<file path="config.mk">
export PLATFORM = sky130hd
export DESIGN_NAME = status_sender
export DESIGN_NICKNAME = d
export VERILOG_FILES = /design/src/rtl/status_sender.sv
export SDC_FILE = /design/constraint.sdc
export NUM_CORES = 1
export LEC_CHECK = 0
export ABC_AREA = 1
export BUFFER_PORTS_ARGS = -buffer_cell sky130_fd_sc_hd__buf_2
export CAP_MARGIN = 20
export CORE_MARGIN = 5
export CORE_UTILIZATION = 35
export CTS_BUF_LIST = sky130_fd_sc_hd__clkbuf_16
export DETAILED_ROUTE_END_ITERATION = 10
export GPL_TIMING_DRIVEN = 0
export PLACE_DENSITY = 0.61
export SLEW_MARGIN = 20
export SYNTH_ARGS = -nofsm -noshare
export SYNTH_HDL_FRONTEND = slang
export SYNTH_SLANG_ARGS = --single-unit
</file>
<file path="constraint.sdc">
create_clock -name clk -period 3.8 [get_ports clk]
set_input_delay 0 -clock clk [delete_from_list [all_inputs] [get_ports clk]]
set_output_delay 0 -clock clk [all_outputs]
set_load 0.01 [all_outputs]
</file>
<file path="src/rtl/status_sender.sv">
// Status frame sender: reads NUM_WORDS words from a sync-read store and writes SOF, LEN, payload
// (LSB byte first) and an optional checksum byte into the TX FIFO. Define STATUS_CHECKSUM_EN for the checksum byte.
//
// state | meaning
// IDLE  | waiting for send_req
// SOF   | emit start-of-frame byte
// LEN   | emit payload byte count
// FETCH | word_rd pulse for word idx
// LOAD  | capture word_data into shift_reg
// BYTE  | emit byte k of shift_reg
// CSUM  | emit running XOR checksum (STATUS_CHECKSUM_EN only)
module status_sender #(
   parameter int                NUM_WORDS = 32,
   parameter int                WORD_W    = 32,
   parameter int                DATA_W    = 8,
   parameter logic [DATA_W-1:0] SOF       = 8'hA5,
   parameter int                ADDR_W    = (NUM_WORDS > 1) ? $clog2(NUM_WORDS) : 1
) (
   input  logic              clk,
   input  logic              rst_n,
   input  logic              send_req,
   output logic              busy,
   output logic              done,
   output logic [7:0]        dropped_cnt,
   output logic              word_rd,
   output logic [ADDR_W-1:0] word_addr,
   input  logic [WORD_W-1:0] word_data,
   input  logic              txfifo_full,
   output logic              txfifo_wr,
   output logic [DATA_W-1:0] txfifo_data
);

   localparam int BPW = WORD_W / DATA_W;
   localparam int K_W = (BPW > 1) ? $clog2(BPW) : 1;
   localparam logic [DATA_W-1:0] LEN_BYTE = DATA_W'(NUM_WORDS * BPW);
   localparam logic [K_W-1:0]    K_LAST   = K_W'(BPW - 1);
   localparam logic [ADDR_W-1:0] IDX_LAST = ADDR_W'(NUM_WORDS - 1);

   localparam logic [2:0] ST_IDLE  = 3'd0;
   localparam logic [2:0] ST_SOF   = 3'd1;
   localparam logic [2:0] ST_LEN   = 3'd2;
   localparam logic [2:0] ST_FETCH = 3'd3;
   localparam logic [2:0] ST_LOAD  = 3'd4;
   localparam logic [2:0] ST_BYTE  = 3'd5;
`ifdef STATUS_CHECKSUM_EN
   localparam logic [2:0] ST_CSUM  = 3'd6;
`endif

   generate
      if (NUM_WORDS * WORD_W / 8 > 255) begin : g_len_chk
         $error("status_sender: frame payload exceeds 255 bytes");
      end
      if (WORD_W % DATA_W != 0) begin : g_width_chk
         $error("status_sender: WORD_W must be a multiple of DATA_W");
      end
   endgenerate

   logic [2:0]        state;
   logic [ADDR_W-1:0] idx;
   logic [K_W-1:0]    k;
   logic [WORD_W-1:0] shift_reg;
   logic              emit;
   logic [DATA_W-1:0] byte_out;
   logic              last_payload_wr;
   logic              final_wr;

`ifdef STATUS_CHECKSUM_EN
   logic [DATA_W-1:0] checksum;
`endif

   always_comb begin
      emit     = 1'b0;
      byte_out = '0;
      case (state)
         ST_SOF: begin
            emit     = 1'b1;
            byte_out = SOF;
         end
         ST_LEN: begin
            emit     = 1'b1;
            byte_out = LEN_BYTE;
         end
         ST_BYTE: begin
            emit     = 1'b1;
            byte_out = shift_reg[k*DATA_W +: DATA_W];
         end
`ifdef STATUS_CHECKSUM_EN
         ST_CSUM: begin
            emit     = 1'b1;
            byte_out = checksum;
         end
`endif
         default: ;
      endcase
   end

   // Same-cycle gating: a byte is only consumed when the FIFO is not full.
   assign txfifo_wr   = emit & ~txfifo_full;
   assign txfifo_data = byte_out;
   assign busy        = (state != ST_IDLE);
   assign word_rd     = (state == ST_FETCH);
   assign word_addr   = idx;

   assign last_payload_wr = txfifo_wr && (state == ST_BYTE) && (k == K_LAST) && (idx == IDX_LAST);
`ifdef STATUS_CHECKSUM_EN
   assign final_wr = txfifo_wr && (state == ST_CSUM);
`else
   assign final_wr = last_payload_wr;
`endif

   always_ff @(posedge clk or negedge rst_n) begin
      if (!rst_n) begin
         state       <= ST_IDLE;
         idx         <= '0;
         k           <= '0;
         shift_reg   <= '0;
         done        <= 1'b0;
         dropped_cnt <= '0;
      end else begin
         done <= final_wr;
         if (send_req && (state != ST_IDLE) && (dropped_cnt != 8'hFF))
            dropped_cnt <= dropped_cnt + 8'd1;
         case (state)
            ST_IDLE: begin
               if (send_req) begin
                  state <= ST_SOF;
                  idx   <= '0;
                  k     <= '0;
               end
            end
            ST_SOF: if (txfifo_wr) state <= ST_LEN;
            ST_LEN: if (txfifo_wr) state <= ST_FETCH;
            ST_FETCH: state <= ST_LOAD;
            ST_LOAD: begin
               shift_reg <= word_data;
               k         <= '0;
               state     <= ST_BYTE;
            end
            ST_BYTE: begin
               if (txfifo_wr) begin
                  if (k == K_LAST) begin
                     k <= '0;
                     if (last_payload_wr) begin
`ifdef STATUS_CHECKSUM_EN
                        state <= ST_CSUM;
`else
                        state <= ST_IDLE;
`endif
                     end else begin
                        idx   <= idx + 1'b1;
                        state <= ST_FETCH;
                     end
                  end else begin
                     k <= k + 1'b1;
                  end
               end
            end
`ifdef STATUS_CHECKSUM_EN
            ST_CSUM: if (txfifo_wr) state <= ST_IDLE;
`endif
            default: state <= ST_IDLE;
         endcase
      end
   end

`ifdef STATUS_CHECKSUM_EN
   // Covers LEN and payload bytes only; SOF is excluded.
   always_ff @(posedge clk or negedge rst_n) begin
      if (!rst_n)
         checksum <= '0;
      else if (state == ST_IDLE && send_req)
         checksum <= '0;
      else if (txfifo_wr && (state == ST_LEN || state == ST_BYTE))
         checksum <= checksum ^ byte_out;
   end
`endif

endmodule

</file>
# Yosys cells after proc, flatten, opt, wreduce, memory -nomap -nowiden
# Cells that the tools add are included.
op_classes:
  add_sub_neg: 3
  eq_ne: 14
  n_shift: 1
  n_mux: 18
  bitwise_logic: 2
  reduce_logical: 13
ops:
  columns: ["operator", "n"]
  rows:
  - ["variable part select 32 x 6 -> 8 bit", 1]
  - ["case mux 8 bit (3 select lines)", 1]
  - ["2-to-1 mux 5 bit", 4]
  - ["case mux 3 bit (6 select lines)", 1]
  - ["2-to-1 mux 3 bit", 5]
  - ["inequality test 2 bit (second input constant)", 5]
  - ["case mux 5 bit (2 select lines)", 1]
  - ["AND reduction 5 bit", 2]
  - ["adder 8 x 1 -> 8 bit (second input constant)", 1]
  - ["2-to-1 mux 2 bit", 4]
  - ["inequality test 8 bit (second input constant)", 1]
  - ["== test 3 x 2 -> 1 bit (second input constant)", 2]
  - ["== test 3 bit (second input constant)", 2]
  - ["case mux 2 bit (3 select lines)", 1]
  - ["nonzero test 3 bit", 2]
  - ["adder 5 x 1 -> 5 bit (second input constant)", 1]
  - ["== test 5 bit (second input constant)", 1]
  - ["logical AND 1 bit", 5]
  - ["== test 3 x 1 -> 1 bit (second input constant)", 1]
  - ["logical NOT 3 bit", 1]
  - ["AND reduction 3 bit", 1]
  - ["OR reduction 3 bit", 1]
  - ["adder 2 x 1 -> 2 bit (second input constant)", 1]
  - ["== test 2 bit (second input constant)", 1]
  - ["5 further kinds", 5]
word_totals:
  reg_bits: 51
  inputBits: 36
  wordCells: 57

# Longest topological paths before layout
logic_depth:
  depth_word: 11
  ltp_mapped: 11

# Worst setup path after synthesis
# OpenSTA, ideal clock, no wires.
synth_timing:
  path_kind: "register -> register"
  startpoint: "register idx[0] (netlist: word_addr[0])"
  endpoint: "register state[0]"
  setup_time_ps: 116
  arrival_time_ps: 1406
  t_required_ps: 3684
  path_slack_ps: 2278
  path_stages_with_launch: 12
  period_less_slack_ps: 1522
  cell_sequence: "dfrtp_1 > ha_1 > nand2_1 > nor2_1 > ha_1 > nand2_1 > nor2_2 > nand3_2 > nand2_1 > nand2_1 > nand2_1 > nand2_1"
synth_via:
  elab_chain_cells: 6
synth_rtl:
  columns: ["item", "line_no", "text"]
  rows:
  - ["from (decl)", "59", "logic [ADDR_W-1:0] idx;"]
  - ["from (signal assigned)", "150", "idx <= idx + 1'b1;"]
  - ["== test 5 bit", "104", "assign last_payload_wr = txfifo_wr && (state == ST_BYTE) && (k == K_LAST) && (idx == IDX_LAST);"]
  - ["logical AND 1 bit", "104", null]
  - ["2-to-1 mux 2 bit", "143", "if (last_payload_wr) begin"]
  - ["2-to-1 mux 3 bit", "141", "if (k == K_LAST) begin"]
  - ["2-to-1 mux 3 bit", "140", "if (txfifo_wr) begin"]
  - ["case mux 3 bit (6 select lines)", "123", "case (state)"]
  - ["to (signal assigned)", "126", "state <= ST_SOF;"]
  - ["to (signal assigned)", "131", "ST_SOF: if (txfifo_wr) state <= ST_LEN;"]
  - ["to (signal assigned)", "147", "state <= ST_IDLE;"]
  - ["to (decl)", "58", "logic [2:0] state;"]
# No other way between the ends. The select of a mux whose other input is x is not followed.
# A chain may end at the register's enable or synchronous reset.

# Worst setup path after layout
layout_timing:
  startpoint: "register k[0]"
  endpoint: "output port txfifo_data[3]"
layout_via:
  elab_chain_cells: 2
layout_rtl:
  columns: ["item", "line_no", "text"]
  rows:
  - ["from (decl)", "60", "logic [K_W-1:0] k;"]
  - ["from (signal assigned)", "154", "k <= k + 1'b1;"]
  - ["variable part select 32 x 6 -> 8 bit", "85", "byte_out = shift_reg[k*DATA_W +: DATA_W];"]
  - ["case mux 8 bit (3 select lines)", "74", "case (state)"]
  - ["to (decl)", "30", "output logic [DATA_W-1:0] txfifo_data"]
# No other way between the ends.

==> out/qor.yml <==
yosysWarnings: 0
netlist_area_mm2: 0.00266
dr.pass1.iters: 5
yosysTopAreaCellShare: 0.481
viasPerCell: 4.62
syn_nets: 393
core.rowCount: 31
cp_common_cell: "buf_2"
dp_hpwl_mm: 4.83
ir_drop_uv: 314
grt_max_degree: 52
htree_num_levels: 2
maxCapViolCount: 0
regToRegEndpoint: "state[0]"
fin_setup_tns_ps: 0
drc_errors: 0
r2r_cells: 11
tightest_slew_ps: 641
grt_antenna_before_repair: 0
cp_num_buf_inv: 4
power_density_mw_per_mm2: 673
grt_pass1_wl_mm: 11.8
leakagePower_nw: 1.89
diodes: 0
layout-drive-gt1-share: 0.212
relSlewSlack: 0.572
synth.distinct_cells: 26
syn2layout_area_growth_pct: 33.7
gp_congestion: 0.887
drtIter0Drc: 187
cts_resized: 0
cts_buffers: 5
die_area_mm2: 0.00943
insertion_delay_ps: 280
cts.clk_slew.worst_paths_ps: 70
clockBufferDepth: 2
start_util: 0.362
largest_reg_flops: 32
final-seq-area_mm2: 0.00128
setup-violations-final: 0
ys_seq_elements: 51
yosysTopAreaCell: "dfrtp_1"
path_delay_family: "buffers and inverters"
cts_tree: "done"
holdWs_ps: 27.0
first_global_vias: 2520
cp-start-kind: "flip-flop"
critPathMaxStageDelay_ps: 380
postSynthCellCount: 353
synth-seq-area-share: 0.481
clockRootBuffer: "clkbuf_16"
status: "completed"
die_h_um: 97.1
slew_violations: 0
core_area_mm2: 0.00733
finalCritPeriodShare: 0.464
io_buffers: 60
min_period_ps: 1760
wl_mm: 6.83
multi_input_area_mm2: 0.00123
cts_sinks: 51
fin_nets: 493
worst_setup_path_end_kind: "output port"
holdPathEnd: "state[2]"
track_usage: 0.151
synth_edf_count: 0
worstPathArrival_ps: 1760
cts_setup_buffers: 0
vias: 2551
wl_per_cell_um: 12.4
r2r_slack_ps: 2160
required_ps: 3800
min-delay-start: "txfifo_full"
syn_area_per_cell_um2: 7.52
skew_ps: 2.95
synthFlopType: "dfrtp_1"
clock.fmax_mhz: 567
drtAntennaViolNets: 0
grt_setup_unrepaired: "false"
synthArstFlopShare: 1.00
synthTopCellsByArea: "dfrtp_1 (48%), nand2_1 (22%), nor2_1 (5.9%)"
r2r-start: "word_addr[0]"
hp-class: "input port to flip-flop"
crit_path_max_fanout: 10
grt-ovfl-total: 0
holdPathStages: 3
io_pins: 61
finalHoldViolations: 0
die_x_um: 97.1
fillCellCount: 720
crit_type: "flip-flop to output port"
crit_chain: "buf_2 > inv_1 > buf_2 > o21ai_0 > a21oi_1 > buf_2"
cp_slowest_cell: "dfrtp_1"
-- tightest hold or removal path, delay by kind of cell --
kind | cells | cell delay [ps]
AND/OR/NAND/NOR | 2 | 150
buffers and inverters | 1 | 120
-- cell usage in the layout, fill, tap and decap left out --
master	n
nand2_1	158
buf_2	69
dfrtp_1	51
nor2_1	42
dlygate4sd3_1	33
o21ai_0	17
inv_1	13
nand3_1	13
a21oi_1	5
clkbuf_16	5
inv_2	4
nand4_1	4
nand2_2	4
a31oi_1	4
xnor2_1	4
ha_1	4
nand3_2	3
nor2_2	3
xor2_1	3
buf_6	2
buf_4	2
nand3b_1	2
nor2_4	1
nand2_4	1
o21ai_4	1
o211ai_1	1
nor3_1	1
nor3b_1	1
clkinv_1	1
inv_6	1
-- cell usage after synthesis, types with 2 or more instances --
master and instances:
nand4_1 4, nor2_2 3, a21oi_1 5, nor2_1 42, nand2_2 4, xnor2_1 4
ha_1 4, inv_2 4, dfrtp_1 51, nand2_1 158, nand3_1 13, a31oi_1 4
o21ai_0 17, xor2_1 3, nand3_2 3, buf_2 10, inv_1 13, nand3b_1 2
buf_6 2
-- power breakdown --
group | leakage [nW] | internal (W) | switching [W] | total [W]
sequential | 0.644 | 0.000769 | 0.000154 | 0.000923
combinational | 1.18 | 0.000388 | 0.000642 | 0.00103
clock | 0.0677 | 0.000241 | 0.000194 | 0.000435
-- per-stage QoR --
stage          utilization  setup WS (ps)  cell area (µm²)  instances  total power [W]
2_1_floorplan            -           2280             2660        353          0.00162
3_3_place_gp         0.420           2180             3080        512          0.00191
3_5_place_dp         0.420           2140             3080        512          0.00194
4_1_cts              0.484           2040             3550        552          0.00241
5_1_grt              0.484           1880             3550        552          0.00259
6_report             0.484           2040             3550        552          0.00239
-- repair_timing --
action | CTS | global route
endpoints found under the hold margin | 83 | 0
hold buffers | 33 | 0
endpoints found under the setup margin | 0 | 0
-- worst max path at each step --
stage	start	to	slack, ps	cells after the start
final	k[0]	txfifo_data[3]	2040	6
after global routing	k[0]	txfifo_data[3]	1880	6
after CTS	k[0]	txfifo_data[3]	2040	6
after detailed placement	word_addr[0]	state[0]	2140	11
after global placement	word_addr[0]	state[0]	2180	11
after floorplan	word_addr[0]	state[0]	2280	11
-- layer usage --
metal	vias up	track usage	part of all wire
li1	1305	-	-
met1	1168	0.202	0.47
met2	69	0.242	0.47
met3	9	0.0258	0.041
met4	0	0.0594	0.019
met5	-	0	0
-- cells by family (layout without fill, tap and decap cells) --
kind of cell | count (synthesis) | after routing | share of synthesized area
buf+inv | 30 | 130 | 0.0542
compound gates | 28 | 28 | 0.0598
simple gates | 233 | 233 | 0.363
xor+xnor | 7 | 7 | 0.0231
flops | 51 | 51 | 0.481
fa+ha+maj | 4 | 4 | 0.0189
-- layout make-up --
class,count,share of cell area
plain buffers,13,0.0226
clock buffers,5,0.0352
clock inverters,2,0.00352
inverters,17,0.0180
multi-input cells,272,0.348
flip-flops and latches,51,0.360
well taps,99,0.0349
repair buffers,93,0.178
Note: power is estimated with default switching activity, not from simulation.
